===== config.mk =====
export PLATFORM = sky130hd
export DESIGN_NAME = bit_timer_ctrl_flat
export DESIGN_NICKNAME = d
export VERILOG_FILES = /design/src/rtl/bit_timer_ctrl_if.sv /design/src/rtl/bit_timer_ctrl.sv /design/src/flat_wrapper.sv
export SDC_FILE = /design/constraint.sdc
export NUM_CORES = 1
export LEC_CHECK = 0
export ABC_AREA = 1
export CAP_MARGIN = 20
export CORE_UTILIZATION = 63
export DETAILED_ROUTE_END_ITERATION = 12
export DONT_BUFFER_PORTS = 1
export PLACE_DENSITY_LB_ADDON = 0.1
export SYNTH_ARGS = -nofsm -noshare
export SYNTH_HDL_FRONTEND = slang
export SYNTH_SLANG_ARGS = --single-unit

===== constraint.sdc =====
create_clock -name clk -period 2.48 [get_ports clk]
set_input_delay 0.496 -clock clk [delete_from_list [all_inputs] [get_ports clk]]
set_output_delay 0.496 -clock clk [all_outputs]
set_load 0.01 [all_outputs]

===== src/rtl/bit_timer_ctrl_if.sv =====
// Handshake bundle between the receive FSM (master) and the bit timer (slave).
// Master drives the run request and the configuration. The timer returns
// strobes and status.
interface bit_timer_ctrl_if #(
    parameter int CLK_BITS     = 4,
    parameter int BIT_CNT_BITS = 4
);
    logic                    enable_timer;
    logic [CLK_BITS-1:0]     clks_per_bit;
    logic [CLK_BITS-1:0]     sample_point;
    logic [BIT_CNT_BITS-1:0] num_bits;
    logic                    shift_strobe;
    logic                    packet_done;
    logic                    busy;
    logic [BIT_CNT_BITS-1:0] bit_index;
    logic                    cfg_err;

    modport master (
        output enable_timer, clks_per_bit, sample_point, num_bits,
        input  shift_strobe, packet_done, busy, bit_index, cfg_err
    );

    modport slave (
        input  enable_timer, clks_per_bit, sample_point, num_bits,
        output shift_strobe, packet_done, busy, bit_index, cfg_err
    );
endinterface


===== src/rtl/bit_timer_ctrl.sv =====
// Bit-period sequencer for the serial receive path.
// On start it times N bit periods of P clocks each. It pulses shift_strobe at
// clock S of every period, then pulses packet_done once. It parks in HOLD
// until enable_timer falls, so each enable assertion yields one packet.
module bit_timer_ctrl #(
    parameter int CLK_BITS     = 4,
    parameter int BIT_CNT_BITS = 4
) (
    input  logic              clk,
    input  logic              n_rst,
    bit_timer_ctrl_if.slave   bus
);

    typedef enum logic [1:0] {
        IDLE = 2'd0,
        RUN  = 2'd1,
        DONE = 2'd2,
        HOLD = 2'd3
    } state_t;

    state_t                  state, state_next;

    logic [CLK_BITS-1:0]     clk_cnt;
    logic [BIT_CNT_BITS-1:0] bit_cnt;
    logic [CLK_BITS-1:0]     p_lat;
    logic [CLK_BITS-1:0]     s_lat;
    logic [BIT_CNT_BITS-1:0] n_lat;

    logic                    cfg_legal;
    logic                    strobe;
    logic                    last_clk;
    logic                    do_start;
    logic                    do_clear;

    // Configuration legality: P>=2, 1<=S<=P, N>=1.
    always_comb begin
        cfg_legal = (bus.clks_per_bit >= CLK_BITS'(2))
                 && (bus.sample_point != '0)
                 && (bus.sample_point <= bus.clks_per_bit)
                 && (bus.num_bits != '0);
    end

    // Period-position decode from the registered counters only. The final
    // period is recognised by counting the strobe of the current cycle. This
    // matters when S==P, because then the last strobe and the last clock of
    // the packet coincide.
    always_comb begin
        strobe   = (state == RUN) && (clk_cnt == s_lat);
        last_clk = (clk_cnt == p_lat)
                && (({1'b0, bit_cnt} + {{BIT_CNT_BITS{1'b0}}, strobe})
                    == {1'b0, n_lat});
    end

    // State register.
    always_ff @(posedge clk or negedge n_rst) begin
        if (!n_rst) state <= IDLE;
        else        state <= state_next;
    end

    // Next-state logic, counter control and outputs. Abort outranks completion.
    always_comb begin
        state_next       = state;
        do_start         = 1'b0;
        do_clear         = 1'b0;
        bus.shift_strobe = strobe;
        bus.packet_done  = 1'b0;
        bus.busy         = 1'b0;
        bus.bit_index    = bit_cnt;
        bus.cfg_err      = 1'b0;
        unique case (state)
            IDLE: begin
                bus.cfg_err = n_rst && bus.enable_timer && !cfg_legal;
                if (bus.enable_timer && cfg_legal) begin
                    state_next = RUN;
                    do_start   = 1'b1;
                end
            end
            RUN: begin
                bus.busy = 1'b1;
                if (!bus.enable_timer) begin
                    state_next = IDLE;
                    do_clear   = 1'b1;
                end else if (last_clk) begin
                    state_next = DONE;
                end
            end
            DONE: begin
                bus.packet_done = 1'b1;
                do_clear        = 1'b1;
                state_next      = bus.enable_timer ? HOLD : IDLE;
            end
            HOLD: begin
                if (!bus.enable_timer) state_next = IDLE;
            end
            default: state_next = IDLE;
        endcase
    end

    // Clock-per-bit counter (1..P rollover) and bit counter with config latch.
    always_ff @(posedge clk or negedge n_rst) begin
        if (!n_rst) begin
            clk_cnt <= '0;
            bit_cnt <= '0;
            p_lat   <= '0;
            s_lat   <= '0;
            n_lat   <= '0;
        end else if (do_start) begin
            clk_cnt <= CLK_BITS'(1);
            bit_cnt <= '0;
            p_lat   <= bus.clks_per_bit;
            s_lat   <= bus.sample_point;
            n_lat   <= bus.num_bits;
        end else if (do_clear) begin
            clk_cnt <= '0;
            bit_cnt <= '0;
        end else if (state == RUN) begin
            clk_cnt <= (clk_cnt == p_lat) ? CLK_BITS'(1) : clk_cnt + CLK_BITS'(1);
            if (strobe) bit_cnt <= bit_cnt + BIT_CNT_BITS'(1);
        end
    end

endmodule

===== src/flat_wrapper.sv =====
// flat-port wrapper written by rule: the top's interface ports become plain ports
module bit_timer_ctrl_flat 
#(
    parameter int CLK_BITS     = 4,
    parameter int BIT_CNT_BITS = 4
)
  (clk, n_rst, bus_enable_timer, bus_clks_per_bit, bus_sample_point, bus_num_bits, bus_shift_strobe, bus_packet_done, bus_busy, bus_bit_index, bus_cfg_err);
  bit_timer_ctrl_if #(.CLK_BITS(CLK_BITS), .BIT_CNT_BITS(BIT_CNT_BITS)) bus_i ();
  input  logic clk;
  input  logic n_rst;
  input wire logic [$bits(bus_i.enable_timer)-1:0] bus_enable_timer;
  input wire logic [$bits(bus_i.clks_per_bit)-1:0] bus_clks_per_bit;
  input wire logic [$bits(bus_i.sample_point)-1:0] bus_sample_point;
  input wire logic [$bits(bus_i.num_bits)-1:0] bus_num_bits;
  output wire logic [$bits(bus_i.shift_strobe)-1:0] bus_shift_strobe;
  output wire logic [$bits(bus_i.packet_done)-1:0] bus_packet_done;
  output wire logic [$bits(bus_i.busy)-1:0] bus_busy;
  output wire logic [$bits(bus_i.bit_index)-1:0] bus_bit_index;
  output wire logic [$bits(bus_i.cfg_err)-1:0] bus_cfg_err;
  assign bus_i.enable_timer = bus_enable_timer;
  assign bus_i.clks_per_bit = bus_clks_per_bit;
  assign bus_i.sample_point = bus_sample_point;
  assign bus_i.num_bits = bus_num_bits;
  assign bus_shift_strobe = bus_i.shift_strobe;
  assign bus_packet_done = bus_i.packet_done;
  assign bus_busy = bus_i.busy;
  assign bus_bit_index = bus_i.bit_index;
  assign bus_cfg_err = bus_i.cfg_err;
  bit_timer_ctrl #(.CLK_BITS(CLK_BITS), .BIT_CNT_BITS(BIT_CNT_BITS)) u_core (.clk(clk), .n_rst(n_rst), .bus(bus_i));
endmodule

==> summary.txt <==
Syn_area_per_cell = 7.176 um2
Layout overhead on the synthesized area = 5.473%
Port bufs = 0
Layout cells sized above 1 = 9.692%
Largest net degree at the start of global routing = 23
DRC viols = 0
DR vias = 1,424
Inserted Diodes = 0
Final total power = 2.047 mW
Delay of the slowest cell on the worst path = 0.43 ns
CTS tree = yes
Crit end category = register
Clk slew on worst S/H paths = 0.11 ns
Max-cap violations = 0
Sequential area share after synthesis = 34.40%
CP top delay family = simple AND/OR/NAND/NOR gates
Critical Path RT = 2.69 ns
Average via count per standard cell = 5.584
Clock sinks = 22
Slowest-stage cell, CP = dfrtp_1
Total CTS buffers = 3
Placer Congestion = 0.8975
Total GRT Usage = 27.16%
Starting density of the core = 69.66%
Crit-path cells = inv_1 > ha_1 > o21ai_0 > nor2_1 > nand3_1 > inv_1 > ha_1 > ha_1 > xnor2_1 > nand3_1 > nor2_1 > nand2_1 > nand2_2 > nand3_2 > nand2_1 > nand2_1
Syn_nets = 250
Dpl hpwl = 2.566 mm
Placed inst area = 0.001627 mm2
Crit-path max FO = 4
Fin cells = 255
I/O pins = 23
Pin slew with the least headroom to its limit = 0.3722 ns
Cells after DPL = 249
CTS root buf = clkbuf_4
Initial drt markers = 51
Ys Warns = 0
Sequential power share = 35.2%
Leakage = 0.9668 nW
Congestion Overflow GR = 0
Initial antenna violation count = 0
Net Sw Power = 0.9920 mW
Mapped Area = 0.001600 mm2
Final hold violation count = 0
Setup TNS = 0 ns
Rel. slew slack = 75.19%
Peak VDD IR = 0.7957 mV
Mapped Cells = 223
Crit path buf inv count = 2
Die height = 52.40 um
Final worst-path cycle share = 93.61%
Post-route cell area = 0.001688 mm2
Post-cts gate resize count = 0
HP Class = in -> reg
Final Max Slew Viols = 0
P_int = 1.055 mW
# setup viols final = 0
Clock Skew = 0.01065 ns
Setup slack after layout = 0.1584 ns
Clock power share = 9.8%
Dpl ws = 0.2593 ns
Clock latency on the worst-skew pair = 0.31 ns
Die area = 0.002746 mm2
Gate power share = 55.0%
CTS H-Tree Depth = 1
Setup CP Type = reg -> reg
Post-CTS Repair Setup Buffers = 0
Hold buffers post-CTS = 1
Nets = 255
Routed wire per std cell = 13.16 um
Vias in the first global route = 1,335
RSZ-0062 raised after global routing = no
Die width = 52.40 um
Min Hold Slack = 0.3098 ns
Layout Utilization = 73.47%
Total iterations of the first detailed-routing run = 5
First-pass GRT wire length = 5.444 mm
Outcome = completed
Row count = 17
Maximum clock rate = 430.7 MHz
Net Sw Frac = 48.45%
Total detailed-routing wirelength = 3.356 mm
Crit path DAT = 2.53 ns
Longest Clk Path Bufs = 2
PwrDens = 1213 mW/mm2
Fin crit period = 2.322 ns
Post-route ant nets = 0
Distinct cell type count after synthesis = 26
Core Area = 0.002297 mm2
Register bit total from synthesis = 22
CP startpoint kind = register
==> registers in the layout (all words and copies together), names as in the netlist <==
signal,flops
u_core.s_lat,4
u_core.clk_cnt,4
u_core.state,2
u_core.bus.bit_index,4
u_core.n_lat,4
u_core.p_lat,4
==> cells by family (layout without fill, tap and decap cells) <==
group	after synthesis	count (layout)	synth area share (%)
simple gates	109	109	30.57
buf+inv	44	48	11.10
compound gates	25	25	8.523
flops	22	22	34.40
fa+ha+maj	12	12	9.382
xor+xnor	11	11	6.020
==> cells in the final DEF (no fill, tap or decap) <==
cell and n:
nor2_4 1, a21oi_1 6, dlygate4sd3_1 1, inv_2 4
nor2_1 18, nor2_2 3, ha_1 12, nand2_1 62
xnor2_1 6, o21bai_1 1, xor2_1 5, o22ai_1 2
o221ai_1 1, buf_4 3, o21ai_1 10, nand4_4 1
nand2_2 3, nand4_1 3, o31ai_1 1, o21ai_0 4
nand3_2 2, buf_8 1, nor3_1 1, clkbuf_8 1
nand3_1 15, inv_1 35, dfrtp_1 22, clkbuf_4 3
==> cells in the mapped netlist (all sizes together) <==
cell type | instances | share of area, %
nand2 | 65 | 16
inv | 39 | 9.1
dfrtp | 22 | 34
nor2 | 22 | 6.1
nand3 | 17 | 5.9
o21ai | 14 | 4.4
ha | 12 | 9.4
a21oi | 6 | 1.9
xnor2 | 6 | 3.3
xor2 | 5 | 2.7
buf | 4 | 1.6
nand4 | 4 | 2.5
o22ai | 2 | 0.78
clkbuf | 1 | 0.31
nor3 | 1 | 0.31
o21bai | 1 | 0.47
o221ai | 1 | 0.55
o31ai | 1 | 0.47
==> power groups by stage <==
stage | combinational (mW) | sequential, mW | clock [mW]
6_report | 1.13 | 0.721 | 0.200
4_1_cts | 1.12 | 0.715 | 0.207
2_1_floorplan | 0.932 | 0.655 | 0
3_3_place_gp | 1.03 | 0.712 | 0
3_5_place_dp | 1.10 | 0.724 | 0
5_1_grt | 1.27 | 0.739 | 0.220
==> cell type report <==
type / count / area [um2]
inverters: 39 / 146.4
well taps: 28 / 35.03
multi-input cells: 157 / 872.1
clock buffers: 4 / 36.28
repair buffers: 5 / 47.55
flip-flops and latches: 22 / 550.5
fillers: 186 / 609.3
==> final timing paths <==
path                       slack, ns  depth (start not counted)                                  end                   startpoint
max                             0.16                         16          u_core.state[1]$_DFFE_PN0P_  u_core.state[1]$_DFFE_PN0P_
min                             0.31                          2          u_core.s_lat[3]$_DFFE_PN0N_          bus_sample_point[3]
max reg2reg                     0.16                         16          u_core.state[1]$_DFFE_PN0P_  u_core.state[1]$_DFFE_PN0P_
min reg2reg                     0.54                          2          u_core.n_lat[1]$_DFFE_PN0N_  u_core.n_lat[1]$_DFFE_PN0N_
max in group asynchronous       1.70                          2  u_core.bus.bit_index[0]$_DFFE_PN0P_                        n_rst
min in group asynchronous       0.42                          1        u_core.clk_cnt[1]$_DFFE_PN0P_                        n_rst
==> per-layer routing <==
| layer | routed length [um] | global-route usage, % | vias to the layer above |
|---|---|---|---|
| li1 | - | - | 708 |
| met1 | 1522 | 32.10 | 663 |
| met2 | 1608 | 48.52 | 49 |
| met3 | 186 | 4.058 | 4 |
| met4 | 39 | 10.96 | 0 |
| met5 | 0 | 0 | - |
==> worst reg2reg max path, cell delays in order, from the launching register on <==
cell     delay [ns]
dfrtp_1        0.43
inv_1          0.08
ha_1           0.19
o21ai_0        0.07
nor2_1         0.06
nand3_1        0.10
inv_1          0.07
ha_1           0.20
ha_1           0.30
xnor2_1        0.17
nand3_1        0.09
nor2_1         0.11
nand2_1        0.07
nand2_2        0.08
nand3_2        0.07
nand2_1        0.06
nand2_1        0.05
Note: power is estimated with default switching activity, not from simulation.
